**src/rtl/mano_timing_decoder.sv**
```systemverilog
// Timing and decode generator for the basic computer.
// Holds the start/stop flip-flop, the sequence counter, the instruction
// register, and the latched opcode decode (D) and indirect bit (J) that
// the per-register control blocks consume.
module mano_timing_decoder #(
  parameter int WORD_WIDTH = 16,
  parameter int SC_WIDTH   = 3
) (
  input  logic                     clk,
  input  logic                     rst,
  input  logic                     start,
  input  logic                     hlt,
  input  logic                     sc_clr,
  input  logic [WORD_WIDTH-1:0]    bus_in,
  output logic                     run,
  output logic [SC_WIDTH-1:0]      sc,
  output logic [2**SC_WIDTH-1:0]   T,
  output logic [7:0]               D,
  output logic                     J,
  output logic [WORD_WIDTH-1:0]    ir
);

  logic                  s_q;
  logic [SC_WIDTH-1:0]   sc_q;
  logic [WORD_WIDTH-1:0] ir_q;
  logic [7:0]            d_q;
  logic                  j_q;
  logic                  load_ir;
  logic                  load_decode;

  // IR captures the bus at the end of T1, the decode at the end of T2;
  // both use S as it was before this edge, so a hlt in T1 still loads IR.
  assign load_ir     = s_q && (sc_q == SC_WIDTH'(1));
  assign load_decode = s_q && (sc_q == SC_WIDTH'(2));

  // Start/stop flip-flop: hlt wins over start.
  always_ff @(posedge clk or posedge rst) begin
    if (rst) begin
      s_q <= 1'b0;
    end else if (hlt) begin
      s_q <= 1'b0;
    end else if (start) begin
      s_q <= 1'b1;
    end
  end

  // Sequence counter: clear has priority and works even while stopped.
  always_ff @(posedge clk or posedge rst) begin
    if (rst) begin
      sc_q <= '0;
    end else if (sc_clr) begin
      sc_q <= '0;
    end else if (s_q) begin
      sc_q <= sc_q + SC_WIDTH'(1);
    end
  end

  // Instruction register, loaded from the common bus at T1.
  always_ff @(posedge clk or posedge rst) begin
    if (rst) begin
      ir_q <= '0;
    end else if (load_ir) begin
      ir_q <= bus_in;
    end
  end

  // Opcode decode and indirect bit, latched at T2 and held until the next T2;
  // D resets to zero, which doubles as the "no opcode latched yet" state.
  always_ff @(posedge clk or posedge rst) begin
    if (rst) begin
      d_q <= 8'h00;
      j_q <= 1'b0;
    end else if (load_decode) begin
      d_q <= 8'd1 << ir_q[WORD_WIDTH-2 -: 3];
      j_q <= ir_q[WORD_WIDTH-1];
    end
  end

  // One-hot timing decode of the current count.
  always_comb begin
    T = '0;
    T[sc_q] = 1'b1;
  end

  assign run = s_q;
  assign sc  = sc_q;
  assign D   = d_q;
  assign J   = j_q;
  assign ir  = ir_q;

endmodule

```
**config.mk**
```make
export PLATFORM = sky130hd
export DESIGN_NAME = mano_timing_decoder
export DESIGN_NICKNAME = d
export VERILOG_FILES = /design/src/rtl/mano_timing_decoder.sv
export SDC_FILE = /design/constraint.sdc
export NUM_CORES = 1
export LEC_CHECK = 0
export CAP_MARGIN = 30
export CORE_ASPECT_RATIO = 1.1
export CORE_UTILIZATION = 30
export DETAILED_ROUTE_END_ITERATION = 12
export GPL_TIMING_DRIVEN = 1
export HOLD_SLACK_MARGIN = 0.02
export PLACE_DENSITY = 0.73
export SETUP_SLACK_MARGIN = 0.2
export SYNTH_ARGS = -nofsm -noshare
export SYNTH_HDL_FRONTEND = slang
export SYNTH_SLANG_ARGS = --single-unit
```
**constraint.sdc**
```tcl
create_clock -name clk -period 1.4 [get_ports clk]
set_input_delay 0.21 -clock clk [delete_from_list [all_inputs] [get_ports clk]]
set_output_delay 0.21 -clock clk [all_outputs]
set_load 0.03 [all_outputs]
```
==> flow_metrics.tcl <==
set metrics [dict create \
    max_cap_violations 0 \
    insertion_delay_ps 290 \
    wl_um 3290 \
    r2r-start "sc[0]$_DFFE_PP0P_" \
    synthesis.nets 115 \
    rows 25 \
    finalSetupViolCount 18 \
    rsz0062_at_grt "yes" \
    grt_pass1_wl_um 5310 \
    synth.ff_latch_count 29 \
    place_ws_ps -51.7 \
    hold_path.class "input port to async pin" \
    use_met2_pct 23.9 \
    setup_slack_ps -90.1 \
    seq_area_um2 731 \
    cp-end-kind "output pin" \
    failed_checks "negative setup slack" \
    outcome "complete, but fails checks" \
    layout-drive-gt1-share_pct 63.5 \
    io_pins 58 \
    holdBufCountCts 0 \
    syn_inst 91 \
    dp_cells 210 \
    p_per_area_nw_per_um2 1720 \
    internal-power_uw 2380 \
    port_buffers 57 \
    hold_viol 0 \
    period_needed_ps 1490 \
    crit_arrival_ps 1280 \
    place.gp.congestion 0.747 \
    use_met1_pct 18.1 \
    p_sw_uw 1550 \
    die_x_um 66.1 \
    combPwrFrac_pct 48.8 \
    final_cells 224 \
    grt_overflow_total 0 \
    slew-limit-headroom_pct 79.5 \
    r2r_setup_slack_ps -60 \
    synth_area_um2 1350 \
    fmax_mhz 671 \
    use_met3_pct 6.76 \
    cts_buffer_depth 2 \
    power_frac_seq_pct 34.1 \
    firstDrtPassIters 3 \
    r2r.worst_path.cells 5 \
    cts_tree "done" \
    start_kind "register" \
    core_um2 4320 \
    cts.htree.levels 2 \
    fin_nets 193 \
    avgSynthCellArea_um2 14.9 \
    finalCritPeriodShare_pct 106 \
    worst_pin_slew_ps 309 \
    reg2reg_to "ir[15]$_DFFE_PP0P_" \
    holdWs_ps 264 \
    ys_types 18 \
    start_util_pct 31.4 \
    grt_pass1_vias 1064 \
    fin_skew_ps 10.3 \
    power_leakage_uw 0.00109 \
    grt_start_max_net_pins 30 \
    cts-buffers-inserted 5 \
    drv_slew 0 \
    cts.clk_slew.worst_paths_ps 70 \
    antenna_found_initial 0 \
    fp.dieH_um 72.5 \
    initialDrtViolationCount 11 \
    clkSinkCount 29 \
    crit_type "register to output pin" \
    fillers 362 \
    synth_warnings 0 \
    vias_per_cell 4.48 \
    dr_total_vias 1003 \
    final_core_util_pct 53.0 \
    p_sw_share_pct 39.4 \
    die_area_um2 4790 \
    diodes 0 \
    ir_drop_v 0.000748 \
    ant_nets 0 \
    report.power.total_uw 3930 \
    ys_seq_area_share_pct 53.6 \
    multi_input_area_um2 646 \
    avgRoutedWirePerCell_um 14.7 \
    dpl.hpwl_um 2320 \
    area_delta_synth_final_pct 69.1 \
    path_max_fanout 4 \
    required_ps 1190 \
    clkPwrFrac_pct 17.1 \
    drcViolationCount 0 \
    ctsRootBufferMaster "clkbuf_8" \
    track_usage_pct 15.2 \
    top_usage_layer "met2" \
]
## per-stage QoR
stage	setup TNS, ps	instance area (um2)
3_5_place_dp	-648	2080
6_report	-666	2290
5_1_grt	-1580	2290
4_1_cts	-680	2320
3_3_place_gp	-166	2080
2_1_floorplan	-2180	1390
## worst max-delay path, cell delays in order (launching register included)
cell,delay [ps]
dfrtp_2,430
buf_6,120
buf_6,110
nor3_2,160
buf_4,180
## synth_stat cells, drive strengths merged
cell type   n  area, um2
a211oi      1       7.51
a21bo       1       10.0
a21oi       1       5.00
and3        5       31.3
and3b       4       35.0
buf         4       38.8
dfrtp      29        726
ha          3       37.5
inv         3       11.3
mux2       25        353
nand3b      2       27.5
nor2        4       15.0
nor3        5       25.0
nor3b       3       22.5
xnor2       1       8.76
## power groups by stage
stage / Combinational (uW) / Clock, uW / Sequential, uW
3_3_place_gp: 2010 / 0 / 1350
5_1_grt: 2010 / 733 / 1390
3_5_place_dp: 2040 / 0 / 1360
4_1_cts: 1990 / 705 / 1350
6_report: 1920 / 672 / 1340
2_1_floorplan: 550 / 0 / 1970
## how the worst max path moves through the flow
stage	start	cells after the start	to	slack, ps
floorplan	sc[1]$_DFFE_PP0P_	5	ir[10]$_DFFE_PP0P_	-120
global placement	sc[1]$_DFFE_PP0P_	4	ir[8]$_DFFE_PP0P_	-20
detailed placement	sc[1]$_DFFE_PP0P_	4	ir[5]$_DFFE_PP0P_	-50
CTS	sc[0]$_DFFE_PP0P_	4	T[0]	-90
global route	sc[0]$_DFFE_PP0P_	4	T[0]	-120
finish	sc[0]$_DFFE_PP0P_	4	T[0]	-90
## registers in the layout, indices dropped and copies added, names as in the netlist
register and cells:
sc 3, D 8, J 1, ir 16, run 1
## logic make-up (layout without fill, tap and decap cells)
kind of cell	after synthesis	count (layout)	synth area share (%)
flops	29	29	53.6
mux	25	25	26.1
simple gates	23	23	11.6
buf+inv	7	86	3.70
fa+ha+maj	3	3	2.77
compound gates	3	3	1.66
xor+xnor	1	1	0.647
## area by class of cell
class | count | share of cell area [%]
Clock buffer | 5 | 3.01
Clock inverter | 3 | 0.765
Inverter | 3 | 0.492
Multi-Input combinational cell | 55 | 28.2
Sequential cell | 29 | 31.9
Tap cell | 54 | 2.95
Timing Repair Buffer | 75 | 32.7
## routing by layer
metal | up-vias | part of all wire [%]
li1 | 480 | -
met1 | 488 | 40
met2 | 30 | 53
met3 | 5 | 6.1
met4 | 0 | 1.3
met5 | - | 0
## placed cells by master, fill, tap and decap left out, types with 2 or more instances in the layout
master,n
and3_2,2
clkbuf_8,5
buf_2,10
buf_4,13
nor3_4,2
inv_2,2
and3_4,2
nor2_1,4
clkdlybuf4s15_2,14
clkdlybuf4s50_1,20
ha_2,2
clkinv_2,2
nor3b_1,3
dfrtp_1,25
and3b_1,3
mux2_2,6
nor3_2,2
dfrtp_2,4
buf_12,3
mux2_4,19
buf_6,13
## timing repair
| action | CTS | global route |
|---|---|---|
| pin swaps | 4 | 1 |
| cloned | 1 | 0 |
| gates resized for setup | 103 | 25 |
| buffers inserted | 4 | 1 |
| endpoints found under the setup margin | 60 | 46 |
Note: power is estimated with default switching activity, not from simulation.
==> RTL edit 1, RTL diff (same settings) <==
The parameter `WORD_WIDTH` goes from 16 to 18.
--- a/src/rtl/mano_timing_decoder.sv
+++ b/src/rtl/mano_timing_decoder.sv
@@ -5,3 +5,3 @@
 module mano_timing_decoder #(
-  parameter int WORD_WIDTH = 16,
+  parameter int WORD_WIDTH = 18,
   parameter int SC_WIDTH   = 3
Ports: changed (resized bus_in and ir); port bits go from 58 to 62. No check against the original RTL was run, so the function may have changed too.
==> RTL edit 1 against the unedited design <==
  * First-iteration DRC count increased to 3.5 times the old value
  * Power is 8.0% higher
  * Largest cell class unchanged
  * Die area up 2.8%
  * Highest routed layer unchanged
  * Clock power rose by 6.7%
  * Utilization grew 2.8 points
  * Sequential cell count increased by 2
  * Area after synthesis increased by 2.9%
  * Final area increased by 6.8%
  * Largest power group unchanged
  * Setup slack improved by 25 ps
  * Wire length is 17% higher
  * Cell count increased by 3.1%
  * Non-clock buffer count rose by 3
  * Maximum frequency up 1.7%
  * The run still ends with negative setup slack left
==> RTL edit 1: results (changes against the unedited design) <==
metric;value;unit;change
ir_worst_vdd;0.794;mV;was 0.748 mV
worstMarginPinSlew;401;ps;was 309 ps
fillers;364;;was 362
timing.final.ws_setup;-65.3;ps;was -90.1 ps
use_met2;29.3;%;was 23.9%
fin_area;0.00244;sq mm;was 0.00229 sq mm
first_pass_iters;4;;was 3
violations;negative setup slack;;unchanged
avgSynthCellArea;14.7;sq um;was 14.9 sq um
slowest_delay;450;ps;was 430 ps
ys_seq_area_share;55.7;%;was 53.6%
synth_area_leaders;dfrtp_1 56%, mux2_2 14%, mux2_4 11%, ha_1 2.7%, and3b_1 2.5%;;was dfrtp_1 54%, mux2_4 21%, mux2_2 5.0%, ha_1 2.8%, and3b_1 2.6%
dp.final_hpwl;2.64;mm;was 2.32 mm
grt_pass1_vias;1192;;was 1,064
dpl_cell_area;0.00215;sq mm;was 0.00208 sq mm
finalPower;4.25;mW;was 3.93 mW
p_comb;2.05;mW;was 1.92 mW
met1_usage;20.4;%;was 18.1%
crit_type;register to register;;was register to primary output
gp_congestion;0.774;;was 0.747
drive_gt1_share;64.4;%;was 63.5%
syn_nets;121;;was 115
grt_usage;17.0;%;was 15.2%
leakagePower;1.17;nW;was 1.09 nW
preCtsSetupSlack;-162;ps;was -51.7 ps
wl_per_cell;16.7;microns;was 14.7 microns
synth-compound-area-share;1.62;%;was 1.66%
vias_per_cell;4.77;;was 4.48
cp_data_arrival_time;1630;ps;was 1280 ps
met3_usage;4.66;%;was 6.76%
num_vias;1101;;was 1,003
place.port_buffers;61;;was 57
wl_met3;203;microns;was 200 microns
synthXorXnorAreaFrac;0.629;%;was 0.647%
skew;4.47;ps;was 10.3 ps
final-setup-viol-count;33;;was 18
first_iter_violations;38;;was 11
met2_wirelength;2.10;mm;was 1.73 mm
yosys-mux-area-fraction;24.5;%;was 26.1%
grt_max_degree;32;;was 30
nets;203;;was 193
powerClk;717;uW;was 672 uW
place_inst;216;;was 210
path_max_fanout;5;;was 4
status;finished, violations left;;unchanged
synth_fa_ha_area_share;2.70;%;was 2.77%
synthTopCellsByCount;31 x dfrtp_1, 17 x mux2_2, 10 x mux2_4;;was 29 x dfrtp_1, 19 x mux2_4, 6 x mux2_2
largest_register_ff_count;18;;was 16
switchingPower;1.67;mW;was 1.55 mW
[RTL edit 1: worst paths after layout]
path	endpoint	slack, ps	cells past startpoint
setup reg to reg	D[1]$_DFFE_PP0P_	-70	4
hold / removal	ir[10]$_DFFE_PP0P_	330	3
min in group clk	run$_DFFE_PP0P_	460	2
max in group asynchronous	run$_DFFE_PP0P_	760	3
hold reg to reg	D[3]$_DFFE_PP0P_	510	1
setup / recovery	D[1]$_DFFE_PP0P_	-70	4
[RTL edit 1: timing repair]
action	4_1_cts	5_1_grt
endpoints found under the setup margin	63	46
endpoints found under the hold margin	0	0
pin swaps	6	2
buffers inserted	5	1
resized for setup	106	24
gates cloned	2	0
[RTL edit 1: layout make-up]
type | instances | share of cell area, %
repair buffers | 78 | 32.8
flip-flops and latches | 31 | 32.0
clock buffers | 6 | 3.38
well taps | 54 | 2.76
clock inverters | 1 | 0.205
multi-input cells | 58 | 28.3
inverters | 3 | 0.563
==> RTL edit 2, RTL diff (same settings) <==
Without the edit above. Reset style: synchronous (`rst`), changed in 4 clocked blocks.
--- a/src/rtl/mano_timing_decoder.sv
+++ b/src/rtl/mano_timing_decoder.sv
@@ -36,3 +36,3 @@
   // Start/stop flip-flop: hlt wins over start.
-  always_ff @(posedge clk or posedge rst) begin
+  always_ff @(posedge clk) begin
     if (rst) begin
@@ -47,3 +47,3 @@
   // Sequence counter: clear has priority and works even while stopped.
-  always_ff @(posedge clk or posedge rst) begin
+  always_ff @(posedge clk) begin
     if (rst) begin
@@ -58,3 +58,3 @@
   // Instruction register, loaded from the common bus at T1.
-  always_ff @(posedge clk or posedge rst) begin
+  always_ff @(posedge clk) begin
     if (rst) begin
@@ -68,3 +68,3 @@
   // D resets to zero, which doubles as the "no opcode latched yet" state.
-  always_ff @(posedge clk or posedge rst) begin
+  always_ff @(posedge clk) begin
     if (rst) begin
Function: differs if rst is asserted again (counterexample within 4 cycles, from zero or initial values and one cycle with rst high); with rst held inactive, the same outputs for 10 cycles.
==> RTL edit 2 against the unedited design <==
  * Setup slack gained 180 ps
  * Wire length decreased by 4.3%
  * Area after synthesis is 5.0% higher
  * Synthesized cell count rose by 52%
  * Final area fell by 4.0%
  * Count of clock-buffer cells in the layout up 3
  * Sequential cell count stayed put
Power is not compared: it rests on default switching activity, and its combinational part moved more than twofold at a synthesized area within 25%.
==> RTL edit 2: results (changes against the unedited design) <==
metric;value;unit;change
status;completed;;was finished, violations left
met1_usage;17.5;%;was 18.1%
clkTransAtPathRegs;60;ps;
ys_seq_area_share;40.8;%;was 53.6%
skew;5.98;ps;was 10.3 ps
insertion_delay;270;ps;was 290 ps
path_max_fanout;8;;was 4
grt_usage;13.4;%;was 15.2%
place.port_buffers;57;;unchanged
worstMarginPinSlew;305;ps;was 309 ps
first_pass_iters;4;;was 3
wl_per_cell;12.1;microns;was 14.7 microns
dp.final_hpwl;2.17;mm;was 2.32 mm
first_iter_violations;85;;was 11
reg2reg_from;sc[1]$_SDFFE_PP0P_;;was sc[0]$_DFFE_PP0P_
synth.distinct_cells;22;;was 18
yosysWarnings;0;;unchanged
grt_pass1_wl;5.06;mm;was 5.31 mm
finalPower;1.65;mW;
cp_data_arrival_time;1100;ps;was 1280 ps
slowest_delay;350;ps;was 430 ps
post-cts-setup-buffer-count;2;;was 4
nets;229;;was 193
num_vias;1183;;was 1,003
cts-root-buf;clkbuf_8;;unchanged
gp_congestion;0.668;;was 0.747
place_inst;247;;was 210
grt_max_degree;23;;was 30
slowest_stage;dfxtp_4;;was dfrtp_2
hold_start;rst;;
met3_usage;5.06;%;was 6.76%
ir_worst_vdd;0.339;mV;
grt_pass1_vias;1111;;was 1,064
synthTopCellsByCount;41 x nand2b_1, 29 x dfxtp_1, 25 x mux2i_1;;was 29 x dfrtp_1, 19 x mux2_4, 6 x mux2_2
synth_ff_type;dfxtp_1;;was dfrtp_1
synth_area_leaders;dfxtp_1 41%, nand2b_1 18%, mux2i_1 18%, ha_1 2.6%, buf_6 2.4%;;was dfrtp_1 54%, mux2_4 21%, mux2_2 5.0%, ha_1 2.8%, and3b_1 2.6%
async_flop_share;0;%;was 100%
vias_per_cell;4.55;;was 4.48
cts_resized;72;;was 103
use_met2;20.4;%;was 23.9%
avgSynthCellArea;10.3;sq um;was 14.9 sq um
fillers;427;;was 362
syn_nets;162;;was 115
critical_path.startpoint;sc[2]$_SDFFE_PP0P_;;was sc[0]$_DFFE_PP0P_
drive_gt1_share;36.9;%;was 63.5%
hold_class;primary input to register;;was primary input to async pin
[RTL edit 2: changes by cell type after synthesis, moves of 2 or more]
cell	delta
nand2b_1	+41
dfrtp_1	-29
dfxtp_1	+29
mux2i_1	+25
mux2_4	-19
mux2_2	-6
clkbuf_1	+4
nand4bb_1	+3
nor3b_1	-3
or4b_1	+3
and3b_1	-2
nor2_1	-2
[RTL edit 2: cell type report]
class                      count  area, sq um  area share, %
tap                           54         67.6           3.08
timing repair buffer          70          633           28.8
clock buffer                   8         80.1           3.64
sequential                    29          597           27.2
inverter                       2         15.0          0.683
multi-input combinational     97          805           36.6
[RTL edit 2: cells by family (layout without fill, tap and decap cells)]
logic type | count (synthesis) | after routing | share of synthesized area [%]
AND/OR/NAND/NOR | 65 | 65 | 30.4
flip-flops | 29 | 29 | 40.8
multiplexers | 25 | 25 | 17.6
buffers and inverters | 12 | 80 | 6.07
adder cells (fa/ha/maj) | 3 | 3 | 2.64
AO/OA/AOI/OAI | 3 | 3 | 1.85
XOR/XNOR | 1 | 1 | 0.616
[RTL edit 2: through the flow]
stage	hold slack (ps)	setup WS, ps	instance area, sq um	util (%)
4_1_cts	470	71.6	2230	50.6
2_1_floorplan	275	104	1480	-
6_report	443	88.9	2200	49.8
3_5_place_dp	461	-96.0	2090	47.4
5_1_grt	476	47.1	2200	49.8
3_3_place_gp	459	-53.5	2090	47.4
[RTL edit 2: routing by layer]
metal / up-vias / share of wire (%)
met2: 34 / 45
met5: - / 0
met1: 541 / 48
li1: 602 / -
met4: 0 / 1.2
met3: 6 / 6.2
[RTL edit 2: path summary, 6_finish.rpt]
kind,slack [ps],endpoint
max,90,T[3]
min,440,D[1]$_SDFFE_PP0P_
max reg2reg,150,ir[13]$_SDFFE_PP0P_
min reg2reg,470,ir[1]$_SDFFE_PP0P_
